**src/rtl/pass_entry_buf.sv**
```systemverilog
// Digit buffer for one password attempt: MAX_LEN x 4-bit entries, fill
// count, overflow flag and a combinational read port.
module pass_entry_buf #(
    parameter int MAX_LEN = 8
) (
    input  logic       clk,
    input  logic       rst,
    input  logic       clr_i,
    input  logic       push_i,
    input  logic [3:0] digit_i,
    input  logic [3:0] rd_idx_i,
    output logic [3:0] rd_digit_o,
    output logic [3:0] count_o,
    output logic       ovf_o
);

    localparam int         IDX_W     = (MAX_LEN > 1) ? $clog2(MAX_LEN) : 1;
    localparam logic [3:0] MAX_LEN_C = 4'(MAX_LEN);

    logic [3:0] digits_q [MAX_LEN];
    logic [3:0] count_q;
    logic       ovf_q;

    // Append digits while there is room; a digit into a full buffer only flags overflow.
    always_ff @(posedge clk) begin
        if (rst) begin
            count_q <= 4'd0;
            ovf_q   <= 1'b0;
            for (int k = 0; k < MAX_LEN; k++) begin
                digits_q[k] <= 4'd0;
            end
        end else if (clr_i) begin
            count_q <= 4'd0;
            ovf_q   <= 1'b0;
        end else if (push_i) begin
            if (count_q < MAX_LEN_C) begin
                digits_q[count_q[IDX_W-1:0]] <= digit_i;
                count_q                      <= count_q + 4'd1;
            end else begin
                ovf_q <= 1'b1;
            end
        end
    end

    // Read port; out-of-range indices (e.g. idle index wrap) return zero.
    always_comb begin
        rd_digit_o = 4'd0;
        if (rd_idx_i < MAX_LEN_C) begin
            rd_digit_o = digits_q[rd_idx_i[IDX_W-1:0]];
        end else begin
            rd_digit_o = 4'd0;
        end
    end

    assign count_o = count_q;
    assign ovf_o   = ovf_q;

endmodule

```
**config.mk**
```make
export PLATFORM = sky130hd
export DESIGN_NAME = pass_entry_buf
export DESIGN_NICKNAME = d
export VERILOG_FILES = /design/src/rtl/pass_entry_buf.sv
export SDC_FILE = /design/constraint.sdc
export NUM_CORES = 1
export LEC_CHECK = 0
export BUFFER_PORTS_ARGS = -buffer_cell sky130_fd_sc_hd__buf_2
export CAP_MARGIN = 20
export CORE_MARGIN = 4
export CORE_UTILIZATION = 61
export CTS_CLUSTER_SIZE = 8
export DETAILED_ROUTE_END_ITERATION = 8
export GPL_ROUTABILITY_DRIVEN = 0
export PLACE_DENSITY = 0.81
export SETUP_SLACK_MARGIN = 0.1
export SLEW_MARGIN = 20
export SYNTH_ARGS = -nofsm -noshare
export SYNTH_HDL_FRONTEND = slang
export SYNTH_SLANG_ARGS = --single-unit
export TNS_END_PERCENT = 20
```
**constraint.sdc**
```tcl
create_clock -name clk -period 2.6 [get_ports clk]
set_input_delay 0 -clock clk [delete_from_list [all_inputs] [get_ports clk]]
set_output_delay 0 -clock clk [all_outputs]
set_load 0.01 [all_outputs]
```
# --- Word level (Yosys, flattened, before mapping) ---
# Memory sizes are Yosys's and may differ from the RTL's.
# Cells that the tools add are included.
classes:
  bitwise: 1
  n_addsub: 1
  mux: 11
  reduce_logical: 4
  order_cmp: 2
ops:
  columns: ["op", "n"]
  rows:
  - ["$lt A4 B4 Y1 const B", 2]
  - ["$mux W1", 8]
  - ["$mux W4", 2]
  - ["$add A4 B1 Y4 const B", 1]
  - ["$reduce_and A2 Y1", 2]
  - ["$reduce_or A4 Y1", 1]
  - ["$mux W3", 1]
  - ["$reduce_or A2 Y1", 1]
  - ["$not A1 Y1", 1]
word_totals:
  ramBits: 32
  input_bits: 12
  reg_bits: 5
  mem_count: 1
memory_table:
  columns: ["memory", "words", "width", "read_ports", "rd_ports_with_merged_regs", "write_ports", "line", "rtl"]
  rows:
  - ["digits_q", 8, 4, 1, 0, 8, "20", "logic [3:0] digits_q [MAX_LEN];"]

# --- Depth between registers and ports, before layout ---
# Gate-level depths: netlist (run 1).
depth:
  word_depth: 8
  depth_mapped: 4
  mapped_depth_nobuf: 4

# --- Worst setup path before layout (run 1) ---
# No wires, ideal clock.
synth_path:
  kind: "register to register"
  startpoint: "reg count_q[3] (netlist: count_o[3])"
  endpoint: "mem digits_q[2][0] (enable)"
  required_ps: 2293
  path_slack_ps: 792
  t_arrival_ps: 1500
  path_stages_with_launch: 5
  cell_sequence: "dfxtp_1 or4b_1 buf_6 nor4b_4 or2_1"
synth_rtl:
  columns: ["item", "line", "rtl"]
  rows:
  - ["from (decl)", "21", "logic [3:0] count_q;"]
  - ["from (signal assigned)", "38", "count_q <= count_q + 4'd1;"]
  - ["to (decl)", "20", null]

==> flow_summary_export.csv, run 1 <==
group,metric,value,unit
clocking,cts_root_buf,"clkbuf_4",
setup_path,timing.critical_path.from,"count_o[3]",
routing,final_antenna_net_count,0,
clocking,cts.sinks,37,
synth,yosysSeqAreaShare,0.580,
sta,slew_viol_final,0,
setup_path,crit_path_start_kind,"flop",
setup_path,cp.depth,3,
layout,diodes,0,
setup_path,endpoint,"digits_q[3][3]",
global_routing,grt_pass1_wl,5490,um
global_routing,grt_usage,0.187,
synth,synth_fp_nets,137,
setup_path,slowest_delay,830,ps
layout,nets,160,
placement,post-dp-hpwl,2350,um
sta,tightest_slew,612,ps
floorplanning,initial_core_util,0.652,
global_routing,grt_pass1_vias,1125,
layout,drive_above_1_share,0.338,
floorplanning,rows,19,
setup_path,r2r_cells,3,
routing,drt_wl_total,3180,um
floorplanning,die_x,62.7,um
placement,portBuffers,20,
sta,fin_hold_ws,24.3,ps
routing,dr.pass1.iters,4,
global_routing,grt_overflow,0,
synth,syn-cell-area,1830,um^2
global_routing,antenna_found_initial,0,
synth,yosysUniqueCellTypes,27,
clocking,cts_htree_levels,2,
setup_path,crit_family,"simple AND/OR/NAND/NOR gates",
sta,fin_crit_sh,0.806,
power,ir_drop,0.363,mV
synth,avgSynthCellArea,14.7,um^2
sta,clock_skew,12.4,ps
sta,setup_viol,0,
routing,wl_per_cell,17.7,um
clocking,ctsResizeCount,0,
floorplanning,core,2810,um^2
layout,layout.area.seq,1060,um^2
synth,synth-seq-cells,37,
synth,synthCells,124,
setup_path,endpoint_kind,"flop",
layout,multi_input_area,732,um^2
setup_path,cp_slowest_cell,"or4b_1",
floorplanning,pin_count,21,
setup_path,setup.worst_path.class,"reg -> reg",
setup_path,timing.critical_path.buf_inv,0,
sta,hold_violations,0,
routing,drt-vias-per-instance,5.75,
setup_path,crit_required,2660,ps
layout,mostFrequentLayoutCells,"and2_1, edfxtp_1, buf_2",
power,leakagePower,0.783,nW
power,p_per_area,534,nW/um^2
routing,vias,1030,
layout,num-fill-cells,185,
hold_path,min_path_type,"in -> reg",
floorplanning,dieArea,3940,um^2
floorplanning,die_h,62.7,um
clocking,insertion_delay,340,ps
setup_path,reg2reg_setup_slack,500,ps
clocking,cts_buffers,5,
setup_path,critPathArrivalTime,2150,ps
setup_path,path_cells,"or4b_1 -> nor4b_4 -> or2_2",
setup_path,r2r-end,"digits_q[3][3]",
clocking,tritoncts,"done",
global_routing,grt_max_degree,15,
synth,async_flop_share,0,
setup_path,crit_fanout,8,
sta,fmax,477,MHz
routing,drc,0,
sta,period_needed,2100,ps
setup_path,r2r-start,"count_o[3]",
clocking,clk_pin_slew_worst_paths,100,ps
flow_run,maxCapViolations,0,
synth,synth_warnings,0,
layout,syn_to_final_growth,10.2,%
synth,synth_edf_count,32,
sta,setup_tns,0,ps
status,status,"completed",
synth,synth-main-ff-cell,"edfxtp_1",
routing,dr.first_iter.drc_count,34,
clocking,cts.path.max_buffers,2,
sta,slew-limit-headroom,0.592,
sta,grt_setup_unrepaired,"no",
==> kinds of logic after synthesis <==
| kind of cell | count (synthesis) | share of synthesized area |
|---|---|---|
| xor gates and xnor gates | 2 | 0.00958 |
| muxes | 13 | 0.126 |
| DFF | 37 | 0.580 |
| adders and majority gates | 1 | 0.00684 |
| buffers and inverters | 7 | 0.0192 |
| and+or+nand+nor | 62 | 0.251 |
| AOI/OAI and AO/OA | 2 | 0.00684 |
==> through the flow <==
step / instances / power, mW / area (um^2) / worst slack, ps / utilization
4_1_cts: 179 / 1.08 / 2010 / 484 / 0.718
3_5_place_dp: 169 / 0.779 / 1940 / 507 / 0.690
3_3_place_gp: 169 / 0.774 / 1940 / 605 / 0.690
5_1_grt: 179 / 1.12 / 2010 / 423 / 0.718
2_1_floorplan: 124 / 0.745 / 1830 / 792 / -
6_report: 179 / 1.08 / 2010 / 504 / 0.718
==> area by class of cell <==
cell class              instances  area share
well taps                      31      0.0193
inverters                       1     0.00186
flip-flops and latches         37       0.527
multi-input cells              80       0.363
clock buffers                   8      0.0292
repair buffers                 22      0.0596
==> power by group <==
part,switching [mW],internal (mW)
sequential,0.0107,0.662
combinational,0.0494,0.0420
clock,0.178,0.133
==> sequential cells by signal, indices dropped and copies added (netlist names) <==
name and count:
ovf_o 1, digits_q 32, count_o 4
==> per-layer routing <==
layer | share of wire | up-vias | global-route usage
met3 | 0.054 | 6 | 0.0468
met2 | 0.48 | 38 | 0.302
li1 | - | 498 | -
met4 | 0.019 | 0 | 0.0826
met5 | 0 | - | 0
met1 | 0.44 | 488 | 0.240
==> cells in the mapped netlist (2+ instances only) <==
master | n | area share
and2_1 | 32 | 0.11
clkbuf_1 | 4 | 0.0082
dfxtp_1 | 5 | 0.055
edfxtp_1 | 32 | 0.53
mux2i_1 | 5 | 0.027
mux4_2 | 8 | 0.099
nor2_1 | 5 | 0.010
nor3_1 | 4 | 0.011
nor3_2 | 3 | 0.016
nor4_4 | 2 | 0.023
nor4b_4 | 2 | 0.026
or2_2 | 7 | 0.024
==> what timing repair did <==
action                                 in CTS  in global routing
setup buffers                               0                  0
endpoints found under the hold margin       4                  0
hold buffers                                2                  0
==> worst min path at each step <==
stage	from	end	slack (ps)	depth (start not counted)
floorplan	rd_idx_i[3]	rd_digit_o[0]	50	1
global placement	clr_i	count_o[0]	240	2
detailed placement	clr_i	count_o[0]	250	2
CTS	rst	count_o[2]	7	2
global route	rst	count_o[2]	30	2
finish	rst	count_o[2]	20	2
(Power assumes the default switching activity.)
==> run 2, diff against run 1 <==
CORE_UTILIZATION = 51   (was 61)
PLACE_DENSITY = 0.72   (was 0.81)
clock period = 1.87 ns   (was 2.6 ns; I/O delays follow)
==> flow_summary_export.csv, run 2 (synthesized netlist as in run 1, its figures left out) <==
group,metric,value,unit
sta,period_needed,1750,ps
layout,syn_to_final_growth,16.7,%
sta,clock_skew,10.3,ps
sta,setup_tns,0,ps
hold_path,min_path_type,"in -> reg",
routing,dr.pass1.iters,4,
sta,tightest_slew,543,ps
floorplanning,core,3390,um^2
routing,drt_wl_total,3390,um
sta,grt_setup_unrepaired,"yes",
clocking,clk_pin_slew_worst_paths,100,ps
setup_path,crit_fanout,4,
routing,drt-vias-per-instance,5.28,
routing,vias,1092,
floorplanning,die_x,67.9,um
setup_path,setup.worst_path.class,"in -> reg",
layout,diodes,0,
sta,worst_slack,116,ps
floorplanning,initial_core_util,0.539,
sta,slew-limit-headroom,0.637,
flow_run,maxCapViolations,0,
clocking,cts.sinks,37,
power,ir_drop,0.383,mV
status,status,"completed",
sta,fmax,570,MHz
layout,instances_no_fill,207,
global_routing,grt_pass1_wl,5460,um
routing,wl_per_cell,16.4,um
setup_path,endpoint_kind,"flop",
routing,final_antenna_net_count,0,
global_routing,antenna_found_initial,0,
setup_path,slowest_delay,570,ps
power,leakagePower,0.850,nW
layout,nets,173,
placement,dp_slack,20.2,ps
clocking,tritoncts,"done",
sta,fin_crit_sh,0.938,
clocking,cts_htree_levels,2,
layout,largest_register_ffs,32,
clocking,insertion_delay,340,ps
sta,setup_viol,0,
global_routing,grt_overflow,0,
routing,dr.first_iter.drc_count,76,
sta,slew_viol_final,0,
global_routing,grt_max_degree,14,
floorplanning,pin_count,21,
placement,dp.cells,196,
setup_path,crit_path_start_kind,"primary input",
layout,mostFrequentLayoutCells,"and2_1, edfxtp_1, buf_2",
placement,post-dp-hpwl,2590,um
sta,hold_violations,0,
floorplanning,dieArea,4610,um^2
setup_path,cp_slowest_cell,"or4b_4",
layout,regMostFlops,"digits_q",
floorplanning,rows,21,
layout,drive_above_1_share,0.410,
setup_path,path_cells,"dlygate4sd3_1 -> buf_2 -> or4b_4 -> buf_4 -> nor3_2 -> or2_2",
global_routing,grt_pass1_vias,1125,
power,p_per_area,689,nW/um^2
clocking,cts_buffers,5,
setup_path,crit_required,1930,ps
setup_path,critPathArrivalTime,1810,ps
placement,portBuffers,20,
routing,drc,0,
floorplanning,die_h,67.9,um
clocking,cts_root_buf,"clkbuf_4",
clocking,post_cts_buffers,0,
global_routing,grt_usage,0.171,
clocking,cts.path.max_buffers,2,
run 2: per-stage QoR:
stage               total power, mW  utilization  area, um^2  hold slack (ps)
floorplan                      1.04            -        1830             47.5
global placement               1.08        0.604        2050              247
detailed placement             1.09        0.604        2050              267
CTS                            1.48        0.629        2130             23.8
global route                   1.53        0.629        2130             30.2
finish                         1.47        0.629        2130             35.9
run 2: where the power goes:
part,switching [mW],total (mW),internal (mW)
clock,0.250,0.393,0.143
combinational,0.0738,0.143,0.0694
sequential,0.0128,0.934,0.921
run 2: final timing paths:
check	from	to	slack (ps)	cells after the start
min	rst	count_o[0]	40	3
max	clr_i	digits_q[4][3]	120	6
min reg2reg	count_o[3]	count_o[3]	510	1
max reg2reg	count_o[3]	digits_q[4][3]	120	4
run 2: timing repair:
item | CTS | global route
hold buffers | 3 | 0
endpoints found under the setup margin | 31 | 12
cloned | 0 | 0
endpoints found under the hold margin | 4 | 0
resized for setup | 1 | 1
run 2: per-layer routing:
metal	part of all wire	track usage	vias to the layer above
met5	0	0	-
met4	0.017	0.0670	0
met3	0.037	0.0443	7
met2	0.51	0.299	24
met1	0.43	0.200	532
li1	-	-	529
run 2: area by class of cell:
type	instances	area [um^2]
Fill cell	260	1260
Tap cell	46	57.6
Clock inverter	2	10.0
Sequential cell	37	1060
Clock buffer	6	41.3
Multi-Input combinational cell	80	738
Timing Repair Buffer	35	220
Inverter	1	3.75
run 2: worst max-delay path, delay by kind of cell:
kind          cells  cell delay [ps]
simple gates      3              960
buf+inv           3              850
==> run 3, diff against run 2 <==
CORE_UTILIZATION = 61   (was 51)
PLACE_DENSITY = 0.81   (was 0.72)
clock period = 2.3 ns   (was 1.87 ns; I/O delays follow)
==> flow_summary_export.csv, run 3 (synthesized netlist as in run 1, its figures left out) <==
group,metric,value,unit
sta,hold_violations,0,
layout,nets,159,
floorplanning,dieArea,3940,um^2
setup_path,setup.worst_path.class,"reg -> reg",
setup_path,crit_family,"simple AND/OR/NAND/NOR gates",
global_routing,grt_max_degree,15,
routing,dr.pass1.iters,4,
power,ir_drop,0.738,mV
layout,drive_above_1_share,0.354,
layout,syn_to_final_growth,12.0,%
setup_path,crit_required,2350,ps
sta,tightest_slew,622,ps
floorplanning,die_x,62.7,um
global_routing,grt_usage,0.188,
setup_path,path_cells,"or4b_1 -> nor4b_4 -> or2_1",
sta,fin_hold_ws,14.0,ps
power,leakagePower,0.799,nW
global_routing,antenna_found_initial,0,
clocking,tritoncts,"done",
sta,clock_skew,7.32,ps
global_routing,grt_pass1_wl,5490,um
setup_path,crit_path_start_kind,"flop",
clocking,cts_buffers,5,
routing,final_antenna_net_count,0,
sta,slew-limit-headroom,0.586,
sta,fin_crit_sh,0.910,
clocking,ctsResizeCount,0,
layout,regMostFlops,"digits_q",
sta,grt_setup_unrepaired,"no",
setup_path,r2r_cells,3,
floorplanning,rows,19,
global_routing,grt_pass1_vias,1058,
flow_run,maxCapViolations,0,
floorplanning,die_h,62.7,um
clocking,insertion_delay,340,ps
setup_path,endpoint_kind,"flop",
status,status,"completed",
clocking,cts.sinks,37,
clocking,cts_root_buf,"clkbuf_4",
routing,top_layer_used,"met4",
setup_path,cp_slowest_cell,"or4b_1",
layout,largest_register_ffs,32,
layout,num-fill-cells,189,
floorplanning,initial_core_util,0.652,
placement,portBuffers,20,
clocking,clk_pin_slew_worst_paths,110,ps
routing,drc,0,
sta,slew_viol_final,0,
setup_path,crit_fanout,8,
floorplanning,pin_count,21,
hold_path,min_path_cells,2,
sta,setup_viol,0,
clocking,cts_htree_levels,2,
clocking,cts.path.max_buffers,2,
sta,setup_tns,0,ps
routing,vias,1039,
hold_path,min_path_type,"in -> reg",
setup_path,slowest_delay,830,ps
placement,post-dp-hpwl,2480,um
routing,route.met3.wl,161,um
routing,wl_met1,1500,um
layout,mostFrequentLayoutCells,"and2_1, edfxtp_1, buf_2",
floorplanning,core,2810,um^2
layout,multi_input_area,732,um^2
sta,fmax,478,MHz
layout,layout.area.seq,1060,um^2
setup_path,timing.critical_path.buf_inv,0,
power,p_per_area,692,nW/um^2
sta,period_needed,2090,ps
routing,wl_met2,1580,um
routing,dr.first_iter.drc_count,41,
layout,diodes,0,
routing,drt_wl_total,3280,um
routing,drt-vias-per-instance,5.84,
global_routing,grt_overflow,0,
setup_path,critPathArrivalTime,2140,ps
setup_path,cp.depth,3,
routing,wl_per_cell,18.4,um
==> run 3: cell count changes in the layout (fill, tap and decap cells not counted), sizes merged <==
cell         change
buf             -12
clkinv           -1
clkbuf           -1
dlygate4sd3      -2
bufinv           +2
==> run 3: cell type report <==
cell class	count	share of cell area
Multi-Input combinational cell	80	0.357
Inverter	1	0.00183
Sequential cell	37	0.518
Timing Repair Buffer	21	0.0538
Tap cell	31	0.0189
Clock buffer	5	0.0183
Clock inverter	3	0.0318
==> run 3: worst paths after layout <==
kind,endpoint,slack [ps],start
min reg2reg,ovf_o,540,ovf_o
max,digits_q[2][3],210,count_o[3]
max reg2reg,digits_q[2][3],210,count_o[3]
min,count_o[0],10,rst
==> run 3: stage by stage <==
step                      utilization  setup WS (ps)  std cells  area (um^2)  total power [mW]
after floorplan                     -            492        124         1830             0.842
after global placement          0.690            308        169         1940             0.875
after detailed placement        0.690            213        169         1940             0.882
after CTS                       0.730            203        178         2050              1.43
after global routing            0.730            119        178         2050              1.47
final                           0.730            208        178         2050              1.42
==> run 3: what timing repair did <==
action / CTS / global route
setup buffers: 0 / 0
hold buffers: 1 / 0
hold endpoints to repair: 4 / 0
setup endpoints to repair: 0 / 0
==> run 3: power breakdown <==
part | internal (mW) | switching, mW
Sequential | 0.749 | 0.0122
Clock | 0.337 | 0.216
Combinational | 0.0475 | 0.0573
==> run 3: routing by layer <==
metal | global-route usage | vias up
met3 | 0.0450 | 4
met2 | 0.312 | 27
met1 | 0.247 | 514
met4 | 0.0579 | 0
li1 | - | 494
met5 | 0 | -
